File: src/rtl/pipe_pkg.sv
// Shared pipeline definitions: function codes,
// condition-code bit positions and mem-stage states.
package pipe_pkg;

  localparam logic [3:0] FN_LDD = 4'b0001;
  localparam logic [3:0] FN_STD = 4'b0010;
  localparam logic [3:0] FN_ADD = 4'b0011;
  localparam logic [3:0] FN_NOT = 4'b0100;
  localparam logic [3:0] FN_NOP = 4'b0101;

  localparam int CCR_C = 2;
  localparam int CCR_N = 1;
  localparam int CCR_Z = 0;

  typedef enum logic {
    ST_IDLE,
    ST_MEM_WAIT
  } mem_state_t;

endpackage

File: src/rtl/mem_access_fsm.sv
// Data-memory access sequencer: req/ack handshake
// plus the address, data, direction and rdst latches.
module mem_access_fsm
  import pipe_pkg::*;
#(
  parameter int DATA_W = 16,
  parameter int RDST_W = 3
) (
  input  logic              clk,
  input  logic              reset,
  input  logic              start,
  input  logic              start_we,
  input  logic [DATA_W-1:0] start_addr,
  input  logic [DATA_W-1:0] start_wdata,
  input  logic [RDST_W-1:0] start_rdst,
  input  logic              mem_ack,
  output logic              idle,
  output logic              done,
  output logic              mem_req,
  output logic              mem_we,
  output logic [DATA_W-1:0] mem_addr,
  output logic [DATA_W-1:0] mem_wdata,
  output logic [RDST_W-1:0] rdst
);

  mem_state_t state, state_nxt;

  always_ff @(posedge clk or posedge reset) begin
    if (reset) state <= ST_IDLE;
    else       state <= state_nxt;
  end

  always_comb begin
    state_nxt = state;
    idle      = 1'b0;
    done      = 1'b0;
    unique case (state)
      ST_IDLE: begin
        idle = 1'b1;
        if (start) state_nxt = ST_MEM_WAIT;
      end
      ST_MEM_WAIT: begin
        // ack only counts while a request is outstanding
        done = mem_ack;
        if (mem_ack) state_nxt = ST_IDLE;
      end
      default: state_nxt = ST_IDLE;
    endcase
  end

  always_ff @(posedge clk or posedge reset) begin
    if (reset) begin
      mem_req   <= 1'b0;
      mem_we    <= 1'b0;
      mem_addr  <= '0;
      mem_wdata <= '0;
      rdst      <= '0;
    end else if (start && idle) begin
      mem_req  <= 1'b1;
      mem_we   <= start_we;
      mem_addr <= start_addr;
      rdst     <= start_rdst;
      if (start_we) mem_wdata <= start_wdata;
    end else if (done) begin
      mem_req <= 1'b0;
    end
  end

endmodule

File: src/rtl/mem_stage.sv
// Memory stage: issues LDD/STD, passes ALU results
// to writeback and owns the condition-code register.
module mem_stage
  import pipe_pkg::*;
#(
  parameter int DATA_W = 16,
  parameter int RDST_W = 3
) (
  input  logic              clk,
  input  logic              reset,
  input  logic              ex_valid,
  output logic              ex_ready,
  input  logic [3:0]        ex_func,
  input  logic [DATA_W-1:0] ex_alu_out,
  input  logic [DATA_W-1:0] ex_store_data,
  input  logic [RDST_W-1:0] ex_rdst,
  input  logic              ex_carry,
  input  logic              ex_neg,
  input  logic              ex_zero,
  output logic              mem_req,
  output logic              mem_we,
  output logic [DATA_W-1:0] mem_addr,
  output logic [DATA_W-1:0] mem_wdata,
  input  logic [DATA_W-1:0] mem_rdata,
  input  logic              mem_ack,
  output logic              wb_valid,
  output logic              wb_en,
  output logic [RDST_W-1:0] wb_rdst,
  output logic [DATA_W-1:0] wb_data,
  output logic [2:0]        ccr
);

  logic              idle;
  logic              done;
  logic              accept;
  logic              is_mem;
  logic              is_std;
  logic              wr_alu;
  logic              upd_c;
  logic              upd_nz;
  logic [RDST_W-1:0] acc_rdst;

  assign ex_ready = idle;
  assign accept   = ex_valid && ex_ready;

  always_comb begin
    is_mem = 1'b0;
    is_std = 1'b0;
    wr_alu = 1'b0;
    upd_c  = 1'b0;
    upd_nz = 1'b0;
    case (ex_func)
      FN_LDD: is_mem = 1'b1;
      FN_STD: begin
        is_mem = 1'b1;
        is_std = 1'b1;
      end
      FN_ADD: begin
        wr_alu = 1'b1;
        upd_c  = 1'b1;
        upd_nz = 1'b1;
      end
      FN_NOT: begin
        wr_alu = 1'b1;
        upd_nz = 1'b1;
      end
      default: ;
    endcase
  end

  mem_access_fsm #(
    .DATA_W(DATA_W),
    .RDST_W(RDST_W)
  ) u_fsm (
    .clk        (clk),
    .reset      (reset),
    .start      (accept && is_mem),
    .start_we   (is_std),
    .start_addr (ex_alu_out),
    .start_wdata(ex_store_data),
    .start_rdst (ex_rdst),
    .mem_ack    (mem_ack),
    .idle       (idle),
    .done       (done),
    .mem_req    (mem_req),
    .mem_we     (mem_we),
    .mem_addr   (mem_addr),
    .mem_wdata  (mem_wdata),
    .rdst       (acc_rdst)
  );

  always_ff @(posedge clk or posedge reset) begin
    if (reset) begin
      wb_valid <= 1'b0;
      wb_en    <= 1'b0;
      wb_rdst  <= '0;
      wb_data  <= '0;
      ccr      <= '0;
    end else begin
      wb_valid <= 1'b0;
      if (done) begin
        wb_valid <= 1'b1;
        wb_en    <= !mem_we;
        wb_rdst  <= acc_rdst;
        if (!mem_we) wb_data <= mem_rdata;
      end else if (accept && !is_mem) begin
        // NOP and undefined codes retire without a register write
        wb_valid <= 1'b1;
        wb_en    <= wr_alu;
        wb_rdst  <= ex_rdst;
        if (wr_alu) wb_data <= ex_alu_out;
        if (upd_c) ccr[CCR_C] <= ex_carry;
        if (upd_nz) begin
          ccr[CCR_N] <= ex_neg;
          ccr[CCR_Z] <= ex_zero;
        end
      end
    end
  end

endmodule

File: config.mk
export PLATFORM = sky130hd
export DESIGN_NAME = mem_stage
export DESIGN_NICKNAME = d
export VERILOG_FILES = /design/src/rtl/pipe_pkg.sv /design/src/rtl/mem_access_fsm.sv /design/src/rtl/mem_stage.sv
export SDC_FILE = /design/constraint.sdc
export NUM_CORES = 1
export LEC_CHECK = 0
export ABC_AREA = 1
export CORE_MARGIN = 2
export CORE_UTILIZATION = 40
export CTS_BUF_LIST = sky130_fd_sc_hd__clkbuf_8
export CTS_CLUSTER_DIAMETER = 150
export DETAILED_ROUTE_END_ITERATION = 10
export GPL_TIMING_DRIVEN = 0
export PLACE_DENSITY_LB_ADDON = 0.15
export SETUP_SLACK_MARGIN = 0.02
export SYNTH_ARGS = -nofsm -noshare
export SYNTH_HDL_FRONTEND = slang
export SYNTH_SLANG_ARGS = --single-unit
File: constraint.sdc
create_clock -name clk -period 2.7 [get_ports clk]
set_input_delay 0.54 -clock clk [delete_from_list [all_inputs] [get_ports clk]]
set_output_delay 0.54 -clock clk [all_outputs]
set_load 0.02 [all_outputs]
After elaboration in Yosys (flattened, before gate mapping)
Cells that the tools add are included.

Equality and inequality tests: 5. Reduce and logical (&&, ||, !) cells: 15. Bitwise operators: 2. Muxes and demuxes: 21.

Operators by type and width (count): $mux W16 (4); $mux W1 (14); $reduce_and A3 Y1 (3); $eq A4 B2 Y1 const B (2); $mux W3 (2); $reduce_bool A2 Y1 (3); $eq A4 B1 Y1 const B (1); $eq A4 B3 Y1 const B (1); $logic_and A1 B1 Y1 (4); $reduce_or A2 Y1 (2); $logic_not A1 Y1 (2); $ne A2 B2 Y1 const B (1); $not A1 Y1 (2); $pmux W1 S2 (1); $reduce_and A2 Y1 (1).

Output and inout port bits: 59. Bits in registers: 62. Logic and storage cells: 55. Input bits: 62.

Depth between registers and ports, before layout
Gate-level depths: netlist (run 1).

Depth in word-level cells: 7. Gate-level depth with buffers: 9. Gate-level depth less buffers: 8.

Cells and area by module
From an unflattened synthesis (run 1), not the netlist that was laid out.

Cells, all modules: 351. Area, all modules: 2866.5 um^2.

By module, submodules not included: mem_access_fsm (sequential area each 950.9 um^2, area each 1594.0 um^2, times used 1, cells each 167); mem_stage (sequential area each 600.6 um^2, area each 1272.5 um^2, times used 1, cells each 184).

Worst setup path before layout (run 1)
No wires, ideal clock.

Path type: input to register. Start: input port mem_ack. End: register wb_data[10]. Data required time: 2.583 ns. Buffers on the path: 2. Slack: 1.241 ns. Data arrival time: 1.342 ns. Setup time: 0.117 ns. Stages: 8. Cells stage by stage: nand2_1 > buf_6 > nand3_1 > nand3_4 > nand2_4 > buf_6 > nand2_1 > nand2_1.

Longest elaborated chain between the ends: 3. Elaborated cells on any way between the ends: 6. Those cells by class: 1 x eq/ne; 2 x mux; 3 x reduce/logical.

RTL lines: from (decl) (RTL line mem_stage.sv:25) `input logic mem_ack,`; $mux W1 (*) (RTL line mem_access_fsm.sv:37) `unique case (state)`; $ne A2 B2 Y1 (no line) or $reduce_bool A2 Y1 (tied branches); $reduce_and A3 Y1 (no line); to (signal assigned) (RTL line mem_stage.sv:105) `if (!mem_we) wb_data <= mem_rdata;`; to (signal assigned) (RTL line mem_stage.sv:111) `if (wr_alu) wb_data <= ex_alu_out;`; to (decl) (RTL line mem_stage.sv:29) `output logic [DATA_W-1:0] wb_data,`.

Mark *: on every way between the ends. The rest lies on a longest branch, timed or not. A chain may end at the register's enable or synchronous reset.

Final worst setup path (run 1)
Start: register u_fsm.state. End: output port ex_ready.

Longest elaborated chain between the ends: 1.

RTL lines: from (decl) (RTL line mem_access_fsm.sv:26) `mem_state_t state, state_nxt;`; from (signal assigned) (RTL line mem_access_fsm.sv:30) `else state <= state_nxt;`; $mux W1 (RTL line mem_access_fsm.sv:37); to (decl) (RTL line mem_stage.sv:12) `output logic ex_ready,`.

No other way between the ends.

==> summary.txt, run 1 <==
Routing
  – Wire per inst: 12.6 µm
  – Vias/cell: 4.59
  – Post-route DRC: 0
  – DRT iter0 DRCs: 88
  – Via count: 2510
  – Detail Route Antenna Nets: 0
  – Detailed Route WL: 6.91 mm
  – Initial DRT Pass Iterations: 4

Finish
  – Design Area, Final: 4230 µm²
  – Final Non-Filler Cells: 547
  – N_diodes: 0
  – # fillers: 617
  – Area Overhead vs Synth: 55.4%
  – Share of cells above drive strength 1: 7.71%
  – Register area: 1550 µm²
  – Multi-input logic area: 931 µm²
  – Post-layout util: 63.3%
  – Fin nets: 524

Setup path
  – Crit path max-delay family: buffers and inverters
  – Worst Setup Start Kind: flip-flop
  – Critical path cell sequence: inv_1 -> clkdlybuf4s50_1
  – Critical path buffers and inverters: 2
  – Crit-path max FO: 3
  – CP endpoint kind: primary output
  – Critical path class: flip-flop to primary output
  – Delay of the slowest cell on the worst path: 0.61 ns
  – CP required: 2.16 ns
  – Reg2Reg Launch Point: u_fsm.state
  – R2R cell count: 7
  – CP arrival: 1.42 ns
  – Reg-to-reg setup timing slack: 1.21 ns
  – RR Endpoint: u_fsm.mem_wdata[12]
  – Slowest-stage cell, CP: clkdlybuf4s50_1

Clock network
  – Cts repair resizes: 0
  – CTS Sinks: 62
  – TritonCTS clock tree: done
  – Total CTS buffers: 9
  – H-tree depth: 3
  – Setup bufs post-CTS: 0
  – Clock latency at the later pin of the worst-skew pair: 0.33 ns
  – Clk buf depth: 2
  – # hold bufs at CTS: 0
  – Clock root buffer: clkbuf_8
  – Worst-path clk slew: 0.07 ns

Min path
  – HP Class: flip-flop to flip-flop
  – Hold path endpoint: u_fsm.mem_addr[14]
  – Hold_sp: u_fsm.mem_addr[14]
  – Hold path cells: 2

Yosys
  – Sequential area share after synthesis: 57.0%
  – Async SR Flop Fraction: 100%
  – Flops & latches, synth: 62
  – Post-synthesis cell type count: 19
  – Mean post-synth cell area: 8.25 µm²
  – Syn Inst Count: 330
  – Post-synth EDFFs: 0
  – Primary FF master, synth: dfrtp_1
  – Ys Warns: 0
  – Mapped Nets: 392
  – Syn Std Cell Area: 2720 µm²

Timing
  – Final setup fails: 0
  – Fin. Hold Viols: 0
  – Max Clock Freq: 0.509 GHz
  – Worst slew margin: 62.0%
  – Fin worst setup slack: 0.736 ns
  – Slew Limit Fails: 0
  – Layout Skew: 0.00834 ns
  – Final Cycle Share: 72.7%
  – Crit path time final: 1.96 ns
  – Slew at the pin with the worst max-slew slack: 0.570 ns
  – RSZ-0062 raised after global routing: no

Floorplanning
  – Core area: 6680 µm²
  – Initial core utilization: 40.7%
  – Die width: 86.5 µm
  – Row Count: 30
  – Top Ports: 121
  – Die Y: 86.5 µm
  – Die area: 7480 µm²

Placement
  – Setup WS pre-CTS: 0.563 ns
  – # port buffers: 120
  – Routability cong.: 0.824
  – Dpl hpwl: 5.24 mm
  – Inst Count DP: 531
  – Dpl cell area: 4040 µm²

Global routing
  – Total track usage: 19.7%
  – Largest net degree at the start of global routing: 38
  – Grt total ovfl: 0
  – Initial antenna violation count: 0
  – Global-route wire length before repair: 11.4 mm
  – Vias in the first global route: 2423

Flow run
  – Max Cap Viol: 0

Pwr
  – VDD IR max: 461 µV
  – Lkg Pwr: 2.12 nW
  – P per Cell Area: 762 nW/µm²
  – Power consumption: 3.22 mW

Status
  – Status: finished, final reports clean
==> worst max-delay path by stage <==
stage,start,end,slack [ns],depth (start not counted)
after floorplan,reset,ccr[0],0.62,1
after global placement,reset,u_fsm.mem_addr[5],-0.48,2
after detailed placement,ex_func[3],u_fsm.mem_addr[2],0.56,9
after CTS,u_fsm.state,ex_ready,0.72,2
after global routing,u_fsm.state,ex_ready,0.66,2
final,u_fsm.state,ex_ready,0.74,2
==> report_power, final <==
group	internal [mW]	total (mW)	switching, mW
combinational	0.579	1.17	0.593
clock	0.402	0.754	0.352
sequential	1.17	1.30	0.128
total	2.15	3.22	1.07
==> kinds of logic (layout without fill, tap and decap cells) <==
group                  Yosys count  in the layout  share of synthesized area [%]
AND/OR/NAND/NOR                170            170                           26.1
flip-flops                      62             62                           57.0
buffers and inverters           55            192                           8.82
AO/OA/AOI/OAI                   43             43                           8.04
==> tightest hold or removal path, stage by stage (launching register included) <==
cell and delay [ns]:
dfrtp_1 0.34, nand2_1 0.05, nand2_1 0.05
==> registers in the layout, indices dropped and copies added, names as in the netlist <==
| register | cells |
|---|---|
| ccr | 3 |
| u_fsm.mem_addr | 16 |
| u_fsm.mem_req | 1 |
| u_fsm.mem_wdata | 16 |
| u_fsm.mem_we | 1 |
| u_fsm.rdst | 3 |
| u_fsm.state | 1 |
| wb_data | 16 |
| wb_en | 1 |
| wb_rdst | 3 |
| wb_valid | 1 |
==> layout make-up <==
class	instances	share of cell area (%)
tap	80	2.37
timing repair buffer	121	28.9
sequential	62	36.7
multi-input combinational	213	22.0
inverter	40	3.55
clock inverter	4	0.503
clock buffer	12	3.90
buffer	15	2.13
==> routing by layer <==
metal / track usage, % / share of wire, %
met4: 8.38 / 2.3
met3: 6.76 / 7.5
met5: 0 / 0
met2: 30.2 / 46
met1: 25.4 / 44
==> metrics by stage <==
step | hold WS [ns] | setup TNS, ns
CTS | 0.475 | 0
global placement | 0.454 | -29.86
global route | 0.486 | 0
finish | 0.473 | 0
detailed placement | 0.458 | 0
floorplan | 0.453 | 0
==> cells in the mapped netlist, types with 2 or more instances <==
library cell / instances / share of area (%)
nand2_1: 136 / 19
dfrtp_1: 62 / 57
o21ai_0: 42 / 7.7
inv_1: 38 / 5.2
nand3_1: 25 / 4.6
buf_2: 6 / 1.1
clkbuf_1: 5 / 0.69
buf_6: 3 / 1.2
inv_2: 2 / 0.28
nor2_1: 2 / 0.28
==> placed cells by master, fill, tap and decap left out <==
cell type	instances
dfrtp_1	62
nand3_4	1
buf_4	1
nand2_2	1
nand4_1	1
clkbuf_1	5
inv_1	38
buf_6	3
nand2_1	136
clkinvlp_4	1
nor2_4	1
nand2_4	1
clkbuf_8	12
buf_12	1
nand3_1	25
inv_2	3
o21ai_0	42
nand3_2	1
clkinv_2	2
o21ai_2	1
buf_2	6
nor2_1	2
clkdlybuf4s50_1	120
nor2_2	1
No activity file was read; power rests on OpenSTA's default activity.
==> run 2, diff against run 1 <==
==> constraint.sdc (replaced) <==
create_clock -name clk -period 2.05 [get_ports clk]
set_input_delay 0.41 -clock clk [delete_from_list [all_inputs] [get_ports clk]]
set_output_delay 0.41 -clock clk [all_outputs]
set_load 0.02 [all_outputs]
==> results of run 2 <==
The final DEF is identical to that of run 1. Status: finished, final reports clean.
Main changes from that run: setup slack after placement 0.563 ns -> 0.0429 ns; setup slack after layout 0.736 ns -> 0.216 ns; hold slack 0.473 ns -> 0.442 ns; register-to-register setup slack 1.21 ns -> 0.56 ns; total power 3.22 mW -> 4.25 mW; worst IR drop on VDD 461 µV -> 607 µV
